File: config.mk
export PLATFORM = sky130hd
export DESIGN_NAME = button_conditioner
export DESIGN_NICKNAME = d
export VERILOG_FILES = /design/src/rtl/stopwatch_pkg.sv /design/src/rtl/btn_debounce_ch.sv /design/src/rtl/button_conditioner.sv
export SDC_FILE = /design/constraint.sdc
export NUM_CORES = 1
export LEC_CHECK = 0
export CELL_PAD_IN_SITES_DETAIL_PLACEMENT = 0
export CELL_PAD_IN_SITES_GLOBAL_PLACEMENT = 1
export CORE_MARGIN = 2
export CORE_UTILIZATION = 48
export CTS_CLUSTER_SIZE = 24
export DETAILED_ROUTE_END_ITERATION = 8
export DONT_BUFFER_PORTS = 1
export PLACE_DENSITY = 0.74
export SETUP_SLACK_MARGIN = 0.4
export SYNTH_ARGS = -nofsm -noshare
export SYNTH_HDL_FRONTEND = slang
export SYNTH_HIERARCHICAL = 1
export SYNTH_SLANG_ARGS = --single-unit
File: constraint.sdc
create_clock -name clk -period 2.6 [get_ports clk]
set_clock_uncertainty 0.15 [all_clocks]
set_input_delay 0.52 -clock clk [delete_from_list [all_inputs] [get_ports clk]]
set_output_delay 0.52 -clock clk [all_outputs]
set_load 0.01 [all_outputs]
File: src/rtl/stopwatch_pkg.sv
// Shared stopwatch constants: clock rate, button channel indices, default debounce length
// and small elaboration-time sizing helpers.
package stopwatch_pkg;

    localparam int CLK_HZ           = 100_000_000;
    localparam int BTN_RST          = 0;
    localparam int BTN_PAUSE        = 1;
    localparam int BTN_SEL          = 2;
    localparam int BTN_ADJ          = 3;
    localparam int DEBOUNCE_DEFAULT = 1_000_000;

    // Counter width able to hold 0..n-1, never narrower than one bit.
    function automatic int cnt_width(input int n);
        if (n <= 2) begin
            return 1;
        end else begin
            return $clog2(n);
        end
    endfunction

    function automatic int max_int(input int a, input int b);
        if (a > b) begin
            return a;
        end else begin
            return b;
        end
    endfunction

endpackage

File: src/rtl/btn_debounce_ch.sv
// One button channel: 2-FF synchronizer, counter debouncer and press pulse.
// Optional hold auto-repeat is built only when HOLD_REPEAT_EN is defined.
module btn_debounce_ch import stopwatch_pkg::*; #(
    parameter int DEBOUNCE_CYCLES = DEBOUNCE_DEFAULT
`ifdef HOLD_REPEAT_EN
    ,
    parameter bit REPEAT_EN     = 1'b0,
    parameter int REPEAT_DELAY  = 50_000_000,
    parameter int REPEAT_PERIOD = 25_000_000
`endif
) (
    input  logic clk,
    input  logic rst,
    input  logic raw,
    output logic level,
    output logic press
);

    localparam int            CW       = cnt_width(DEBOUNCE_CYCLES);
    localparam logic [CW-1:0] CNT_LAST = CW'(DEBOUNCE_CYCLES - 1);

    logic          s1_r;
    logic          s2_r;
    logic [CW-1:0] cnt_r;
    logic          level_r;
    logic          level_prev_r;
    logic          press_r;
    logic          cnt_done_s;
    logic          level_next_s;
    logic          rise_s;
    logic          rep_fire_s;

    // Next debounced level: accept s2 only after it has disagreed for the full window.
    always_comb begin
        cnt_done_s   = (s2_r != level_r) && (cnt_r == CNT_LAST);
        rise_s       = level_r & ~level_prev_r;
        if (cnt_done_s) begin
            level_next_s = s2_r;
        end else begin
            level_next_s = level_r;
        end
    end

    // Synchronizer, debounce counter and level history.
    always_ff @(posedge clk) begin
        if (rst) begin
            s1_r         <= 1'b0;
            s2_r         <= 1'b0;
            cnt_r        <= {CW{1'b0}};
            level_r      <= 1'b0;
            level_prev_r <= 1'b0;
        end else begin
            s1_r         <= raw;
            s2_r         <= s1_r;
            level_r      <= level_next_s;
            level_prev_r <= level_r;
            if ((s2_r == level_r) || cnt_done_s) begin
                cnt_r <= {CW{1'b0}};
            end else begin
                cnt_r <= cnt_r + CW'(1);
            end
        end
    end

`ifdef HOLD_REPEAT_EN
    localparam int            RW          = cnt_width(max_int(REPEAT_DELAY, REPEAT_PERIOD));
    localparam logic [RW-1:0] DELAY_LAST  = RW'(REPEAT_DELAY - 1);
    localparam logic [RW-1:0] PERIOD_LAST = RW'(REPEAT_PERIOD - 1);

    logic [RW-1:0] rep_cnt_r;
    logic          rep_first_r;
    logic          rep_hold_s;
    logic          rep_hit_s;

    // Repeat only while the level is high both now and after this edge, so release never pulses.
    always_comb begin
        rep_hold_s = level_next_s & level_r;
        if (rep_first_r) begin
            rep_hit_s = (rep_cnt_r == DELAY_LAST);
        end else begin
            rep_hit_s = (rep_cnt_r == PERIOD_LAST);
        end
        rep_fire_s = REPEAT_EN && rep_hold_s && rep_hit_s;
    end

    // Cycles since the last emitted pulse; reloads on every pulse so it never wraps.
    always_ff @(posedge clk) begin
        if (rst || !rep_hold_s || !REPEAT_EN) begin
            rep_cnt_r   <= {RW{1'b0}};
            rep_first_r <= 1'b1;
        end else if (rep_fire_s) begin
            rep_cnt_r   <= {RW{1'b0}};
            rep_first_r <= 1'b0;
        end else if (press_r) begin
            rep_cnt_r   <= RW'(1);
            rep_first_r <= rep_first_r;
        end else begin
            rep_cnt_r   <= rep_cnt_r + RW'(1);
            rep_first_r <= rep_first_r;
        end
    end
`else
    assign rep_fire_s = 1'b0;
`endif

    // Registered press pulse, one cycle after the debounced level rises.
    always_ff @(posedge clk) begin
        if (rst) begin
            press_r <= 1'b0;
        end else begin
            press_r <= rise_s | rep_fire_s;
        end
    end

    assign level = level_r;
    assign press = press_r;

endmodule

File: src/rtl/button_conditioner.sv
// Raw board buttons -> debounced levels, press pulses and the run/pause toggle.
// Define HOLD_REPEAT_EN to add hold auto-repeat on channels selected by REPEAT_MASK.
module button_conditioner import stopwatch_pkg::*; #(
    parameter int N_BTN           = 4,
    parameter int DEBOUNCE_CYCLES = DEBOUNCE_DEFAULT,
`ifdef HOLD_REPEAT_EN
    parameter logic [N_BTN-1:0] REPEAT_MASK = 4'b1000,
    parameter int REPEAT_DELAY    = 50_000_000,
    parameter int REPEAT_PERIOD   = 25_000_000,
`endif
    parameter int PAUSE_IDX       = BTN_PAUSE
) (
    input  logic             clk,
    input  logic             rst,
    input  logic [N_BTN-1:0] raw_btn,
    output logic [N_BTN-1:0] btn_level,
    output logic [N_BTN-1:0] btn_press,
    output logic             paused
);

    for (genvar i = 0; i < N_BTN; i++) begin : g_ch
        btn_debounce_ch #(
            .DEBOUNCE_CYCLES(DEBOUNCE_CYCLES)
`ifdef HOLD_REPEAT_EN
            ,
            .REPEAT_EN      (REPEAT_MASK[i] && (i != PAUSE_IDX)),
            .REPEAT_DELAY   (REPEAT_DELAY),
            .REPEAT_PERIOD  (REPEAT_PERIOD)
`endif
        ) u_ch (
            .clk  (clk),
            .rst  (rst),
            .raw  (raw_btn[i]),
            .level(btn_level[i]),
            .press(btn_press[i])
        );
    end

    // Run/pause state flips on each pause-button pulse; reset takes priority.
    always_ff @(posedge clk) begin
        if (rst) begin
            paused <= 1'b0;
        end else begin
            paused <= paused ^ btn_press[PAUSE_IDX];
        end
    end

endmodule
==> reports/metrics.csv, run 1 <==
stage,metric,value,unit
status,status,"finished, final reports clean",
sta,fin_ws,487,ps
worst_setup_path,cpPeakStageDelay,690,ps
clock_network,ctsHoldBuffers,0,
routing,initialDrtViolationCount,42,
finish,area_delta_synth_final,7.67,%
routing,wirelength,7510,um
routing,drt_first_pass_iters,4,
sta,slew_violations,0,
worst_setup_path,critPathTopFamily,simple AND/OR/NAND/NOR gates,
synth,syn_nets,485,
synth,yosysSeqAreaShare,48.1,%
finish,fillers,828,
routing,wl_met3,233,um
worst_setup_path,worstSetupPathType,reg -> reg,
worst_setup_path,r2r_end,g_ch[3].u_ch/cnt_r[19]$_SDFF_PP0_,
worst_setup_path,path_common_cell,or4_1,
pwr,p_int,1.94,mW
worst_setup_path,startpoint,g_ch[3].u_ch/cnt_r[2]$_SDFF_PP0_,
sta,worst_pin_slew,365,ps
floorplan,boundaryPins,15,
finish,final_cell_mix,"dfxtp_1, nor2_1, a21oi_1",
worst_setup_path,required,2750,ps
pwr,p_seq_share,62.6,%
clock_network,clock_path_buffers,2,
worst_setup_path,cp_num_buf_inv,0,
worst_setup_path,crit_path_top_delay_cell,or4_1,
sta,final_hold_viol_count,0,
grt,grt_pass1_vias,2950,
grt,grt_max_degree,22,
synth,synth.largest_area_cell,dfxtp_1,
worst_setup_path,crit_fanout,8,
finish,diodes,0,
sta,finalSetupTns,0,ps
synth,ys_ff_latch,101,
finish,final_common_cell,dfxtp_1,
worst_setup_path,path_cells,"nand4_2, or4_1, or4_1, a21oi_1",
worst_setup_path,critPathLaunchType,flop,
routing,wl_met1,3690,um
grt,grt_antenna_before_repair,0,
worst_setup_path,reg2reg_from,g_ch[3].u_ch/cnt_r[2]$_SDFF_PP0_,
finish,final_area,4530,um2
clock_network,cts_tree,done,
sta,period_minus_slack,2110,ps
finish,layout.nets,485,
hold_path,hold_depth,1,
sta,slew-limit-headroom,75.4,%
worst_setup_path,cp-end-kind,flop,
clock_network,path_clk_slew,100,ps
routing,top_layer_used,met4,
hold_path,hold_end,g_ch[1].u_ch/s1_r$_SDFF_PP0_,
sta,rsz0062_at_grt,true,
worst_setup_path,worstPathArrival,2260,ps
pwr,p_clk_share,36.4,%
pwr,combPwrFrac,1.0,%
flow_run,cap_viol_max_count,0,
grt,grt_first_pass_wirelength,13100,um
worst_setup_path,rrSetupSlack,490,ps
place,gp_congestion,0.786,
synth,synthTopCellsByArea,"dfxtp_1, xnor2_1, nor2_1, xor2_1, a21oi_1",
clock_network,numCtsBuffers,9,
worst_setup_path,r2r_cells,4,
floorplan,core-area,8590,um2
grt,grt_usage,16.4,%
clock_network,ctsRootBufferMaster,clkbuf_8,
synth,synth_top_area_share,48.1,%
place,io_buffers,0,
floorplan,rows,34,
grt,gr-total-overflow,0,
place,placed_area,4310,um2
sta,period_share,81.3,%
routing,route.met2.wl,3540,um
sta,hold_ws,63.5,ps
synth,syn_area,4210,um2
floorplan,die_h,97.6,um
synth,synth_cells,475,
pwr,p_leak,1.32,nW
pwr,irDropWorstVdd,321,uV
pwr,pwr_density_cell,549,nW/um2
hold_path,hp-start,rst,
floorplan,die_area,9530,um2
pwr,switching_share,22.1,%
floorplan,initial_core_util,49.0,%
clock_network,cts.htree.levels,3,
pwr,switchingPower,0.549,mW
routing,drcViolationCount,0,
synth,yosys.cell_types.count,26,
clock_network,postCtsSetupRepairBufs,0,
synth,synth_warnings,6,
routing,vias,3184,
place,post-place-ws,425,ps
hold_path,hold_class,in -> reg,
synth,avgSynthCellArea,8.86,um2
floorplan,fp.dieW,97.6,um
place,dpl.hpwl,5230,um
routing,viasPerCell,5.41,
clock_network,clk_latency,360,ps
clock_network,cts.sinks,101,
routing,wire_per_inst,12.8,um
sta,max_freq,0.473,GHz
pwr,power,2.49,mW
routing,drtAntennaViolNets,0,
finish,drive_gt1_share,8.54,%
sta,setup_viol,0,
clock_network,cts_resized,0,
==> flip-flops by register name, summed over array words and instances (netlist names) <==
signal                  flops
g_ch.u_ch/press             4
paused                      1
g_ch.u_ch/s1_r              4
g_ch.u_ch/cnt_r            80
g_ch.u_ch/level             4
g_ch.u_ch/s2_r              4
g_ch.u_ch/level_prev_r      4
==> layer usage <==
| metal | GRT usage (%) | vias up |
|---|---|---|
| met1 | 21.0 | 1473 |
| met2 | 26.8 | 37 |
| li1 | - | 1672 |
| met3 | 5.11 | 2 |
| met5 | 0 | - |
| met4 | 4.81 | 0 |
==> cells by family after synthesis <==
| group | share of synthesized area, % |
|---|---|
| simple gates | 28.8 |
| flops | 48.1 |
| compound gates | 8.80 |
| xor+xnor | 10.2 |
| buf+inv | 2.97 |
| fa+ha+maj | 1.19 |
==> synth_stat cells <==
| cell | number |
|---|---|
| o31ai_1 | 12 |
| and3_2 | 4 |
| nor4bb_1 | 4 |
| buf_2 | 4 |
| o21ai_0 | 8 |
| inv_1 | 16 |
| nor2b_1 | 16 |
| or3_1 | 20 |
| nand4b_1 | 4 |
| nand4_2 | 4 |
| or4_1 | 20 |
| nor3_1 | 8 |
| xor2_1 | 20 |
| nor3b_1 | 4 |
| nand3_1 | 28 |
| nand4_1 | 8 |
| dfxtp_1 | 101 |
| nor4_1 | 8 |
| nor2_1 | 61 |
| ha_1 | 4 |
| o21ai_1 | 16 |
| a21oi_1 | 32 |
| xnor2_1 | 29 |
| nand2_1 | 28 |
| and4_1 | 4 |
| clkbuf_1 | 12 |
==> area by class of cell <==
type,instances,area (um2),area share (%)
Clock buffer,11,141,3.12
Clock inverter,5,35.0,0.773
Inverter,16,60.1,1.33
Multi-Input combinational cell,342,2100,46.3
Sequential cell,101,2020,44.7
Tap cell,108,135,2.98
Timing Repair Buffer,5,37.5,0.829
==> power by group through the flow <==
stage / Combinational (mW) / Sequential (mW) / Clock [mW]
4_1_cts: 0.0242 / 1.56 / 0.954
6_report: 0.0241 / 1.56 / 0.907
3_5_place_dp: 0.0241 / 1.59 / 0
5_1_grt: 0.0277 / 1.56 / 1.01
3_3_place_gp: 0.0240 / 1.59 / 0
2_1_floorplan: 0.0175 / 1.59 / 0
==> through the flow <==
step                std cells  utilization, %
floorplan                 475               -
global route              588            52.7
detailed placement        572            50.2
finish                    588            52.7
CTS                       588            52.3
global placement          572            50.2
==> worst max-delay path by stage <==
stage	end	cells after the start	slack (ps)
after floorplan	g_ch[0].u_ch/cnt_r[18]$_SDFF_PP0_	5	570
after global placement	g_ch[3].u_ch/cnt_r[18]$_SDFF_PP0_	4	480
after detailed placement	g_ch[3].u_ch/cnt_r[18]$_SDFF_PP0_	5	420
after CTS	g_ch[3].u_ch/cnt_r[18]$_SDFF_PP0_	5	410
after global routing	g_ch[0].u_ch/cnt_r[18]$_SDFF_PP0_	5	340
final	g_ch[3].u_ch/cnt_r[19]$_SDFF_PP0_	4	490
Note: power is estimated with default switching activity, not from simulation.
==> run 2, diff against run 1 <==
- clock period: 2.6 -> 2 ns (I/O delays scaled with it)
==> reports/metrics.csv, run 2 (synthesis gave the netlist of run 1 again) <==
stage,metric,value,unit,change
status,status,"finished, final reports clean",,unchanged
sta,setup_viol,0,,unchanged
sta,fin_ws,76.6,ps,was 487 ps
finish,final_area,6080,um2,was 4530 um2
place,post-place-ws,3.34,ps,was 425 ps
floorplan,core-area,8590,um2,unchanged
routing,drtAntennaViolNets,0,,unchanged
worst_setup_path,r2r_end,g_ch[1].u_ch/cnt_r[18]$_SDFF_PP0_,,was g_ch[3].u_ch/cnt_r[19]$_SDFF_PP0_
clock_network,ctsRootBufferMaster,clkbuf_8,,unchanged
clock_network,clock_path_buffers,2,,unchanged
clock_network,cts_tree,done,,unchanged
routing,drcViolationCount,0,,unchanged
grt,grt_usage,20.8,%,was 16.4%
worst_setup_path,required,2130,ps,was 2750 ps
sta,worst_pin_slew,792,ps,was 365 ps
worst_setup_path,worstPathArrival,2060,ps,was 2260 ps
finish,largest_reg_flops,80,,unchanged
place,io_buffers,0,,unchanged
sta,period_share,96.2,%,was 81.3%
place,dpl.hpwl,5780,um,was 5230 um
routing,vias,3724,,was 3184
routing,wire_per_inst,15.3,um,was 12.8 um
finish,drive_gt1_share,46.7,%,was 8.54%
worst_setup_path,crit_fanout,6,,was 8
finish,top_register,g_ch.u_ch/cnt_r,,unchanged
finish,seq_area,2130,um2,was 2020 um2
sta,final_hold_viol_count,0,,unchanged
floorplan,boundaryPins,15,,unchanged
finish,fillers,643,,was 828
hold_path,hold_end,g_ch[0].u_ch/s1_r$_SDFF_PP0_,,was g_ch[1].u_ch/s1_r$_SDFF_PP0_
sta,hold_ws,18.4,ps,was 63.5 ps
hold_path,hp-start,raw_btn[0],,was rst
hold_path,hold_class,in -> reg,,unchanged
clock_network,clk_latency,360,ps,about the same
hold_path,hold_depth,1,,unchanged
worst_setup_path,cp-end-kind,flop,,unchanged
pwr,irDropWorstVdd,577,uV,was 321 uV
grt,grt_max_degree,18,,was 22
finish,multi_input_area,2690,um2,was 2100 um2
finish,final_common_cell,buf_4,,was dfxtp_1
sta,max_freq,0.520,GHz,was 0.473 GHz
worst_setup_path,critPathTopFamily,simple AND/OR/NAND/NOR gates,,unchanged
worst_setup_path,worstSetupPathType,reg -> reg,,unchanged
routing,drt_first_pass_iters,4,,unchanged
routing,viasPerCell,5.46,,was 5.41
pwr,pwr_density_cell,554,nW/um2,was 549 nW/um2
grt,grt_pass1_vias,3565,,was 2950
floorplan,rows,34,,unchanged
clock_network,path_clk_slew,100,ps,about the same
floorplan,die_h,97.6,um,unchanged
worst_setup_path,path_cells,"ha_4, nand2_1, or4_4, or4_1, a21oi_1",,"was nand4_2, or4_1, or4_1, a21oi_1"
finish,layout.nets,579,,was 485
grt,grt_first_pass_wirelength,16400,um,was 13100 um
worst_setup_path,cp_num_buf_inv,0,,unchanged
sta,rsz0062_at_grt,true,,unchanged
finish,diodes,0,,unchanged
floorplan,die_area,9530,um2,unchanged
place,gp_congestion,0.761,,was 0.786
place,post-place-cells,609,,was 572
grt,grt_antenna_before_repair,0,,unchanged
finish,area_delta_synth_final,44.5,%,was 7.67%
worst_setup_path,rrSetupSlack,80,ps,was 490 ps
sta,slew-limit-headroom,47.2,%,was 75.4%
worst_setup_path,crit_path_top_delay_cell,or4_1,,unchanged
routing,initialDrtViolationCount,67,,was 42
worst_setup_path,reg2reg_from,g_ch[1].u_ch/cnt_r[1]$_SDFF_PP0_,,was g_ch[3].u_ch/cnt_r[2]$_SDFF_PP0_
clock_network,cts.sinks,101,,unchanged
worst_setup_path,crit_cells,5,,was 4
sta,period_minus_slack,1920,ps,was 2110 ps
floorplan,fp.dieW,97.6,um,unchanged
grt,gr-total-overflow,0,,unchanged
clock_network,cts.htree.levels,3,,unchanged
pwr,p_leak,1.96,nW,was 1.32 nW
worst_setup_path,r2r_cells,5,,was 4
clock_network,numCtsBuffers,9,,unchanged
finish,final_cell_mix,"buf_4, dfxtp_1, dfxtp_2",,"was dfxtp_1, nor2_1, a21oi_1"
finish,fin_cells,682,,was 588
flow_run,cap_viol_max_count,0,,unchanged
routing,wirelength,10500,um,was 7510 um
floorplan,initial_core_util,49.0,%,unchanged
worst_setup_path,critPathLaunchType,flop,,unchanged
worst_setup_path,cpPeakStageDelay,490,ps,was 690 ps
place,placed_area,4720,um2,was 4310 um2
sta,slew_violations,0,,unchanged
## run 2: changes by cell type in the layout (fill, tap and decap cells not counted), moves of 6 or more
cell / delta
nor2_2: +11
dfxtp_4: +17
buf_4: +60
nor2_4: +23
dfxtp_1: -49
a21oi_1: -15
nor2_1: -34
dfxtp_2: +32
or4_4: +6
a21oi_2: +15
buf_6: +32
or4_1: -6
## run 2: worst max-delay path by stage
stage | slack (ps) | startpoint | to
after CTS | 80 | g_ch[1].u_ch/cnt_r[2]$_SDFF_PP0_ | g_ch[1].u_ch/cnt_r[18]$_SDFF_PP0_
after floorplan | 50 | g_ch[0].u_ch/cnt_r[2]$_SDFF_PP0_ | g_ch[0].u_ch/cnt_r[18]$_SDFF_PP0_
after global routing | -5 | g_ch[1].u_ch/cnt_r[2]$_SDFF_PP0_ | g_ch[1].u_ch/cnt_r[18]$_SDFF_PP0_
after global placement | 60 | g_ch[0].u_ch/cnt_r[4]$_SDFF_PP0_ | g_ch[0].u_ch/cnt_r[18]$_SDFF_PP0_
final | 80 | g_ch[1].u_ch/cnt_r[1]$_SDFF_PP0_ | g_ch[1].u_ch/cnt_r[18]$_SDFF_PP0_
after detailed placement | 3 | g_ch[3].u_ch/cnt_r[2]$_SDFF_PP0_ | g_ch[3].u_ch/cnt_r[18]$_SDFF_PP0_
## run 2: what timing repair did
| item | in CTS | in global routing |
|---|---|---|
| gates resized for setup | 106 | 107 |
| hold buffers | 1 | 0 |
| gates cloned | 11 | 1 |
| setup buffers | 35 | 9 |
| setup endpoints to repair | 84 | 88 |
| pin swaps | 50 | 39 |
| hold endpoints to repair | 17 | 0 |
## run 2: final cells by class
class                      count  share of cell area (%)
tap                          108                    2.22
clock inverter                 6                    1.05
timing repair buffer          99                    14.4
inverter                      16                   0.988
clock buffer                  10                    2.10
sequential                   101                    35.0
multi-input combinational    342                    44.2
## run 2: stage by stage
step	TNS [ps]	utilization (%)	total power [mW]
2_1_floorplan	0	-	2.09
3_3_place_gp	0	54.9	2.10
3_5_place_dp	0	54.9	2.10
4_1_cts	0	65.3	3.39
5_1_grt	-5.16	70.7	3.47
6_report	0	70.7	3.36
## run 2: per-layer routing
metal  global-route usage (%)  part of all wire (%)  vias to the layer above
li1                         -                     -                     1865
met1                     24.9                    43                     1771
met2                     36.8                    52                       73
met3                     4.39                   2.8                       15
met4                     7.48                   1.6                        0
met5                        0                     0                        -
## run 2: power breakdown
group / leakage [nW] / switching (mW) / internal, mW
Combinational: 1.02 / 0.0461 / 0.0367
Clock: 0.0923 / 0.700 / 0.578
Sequential: 0.846 / 0.00711 / 2.00
Total: 1.96 / 0.753 / 2.61
## run 2: worst reg2reg max path, stage by stage (launching register included)
cell	delay [ps]
dfxtp_4	390
ha_4	140
nand2_1	60
or4_4	460
or4_1	490
a21oi_1	150
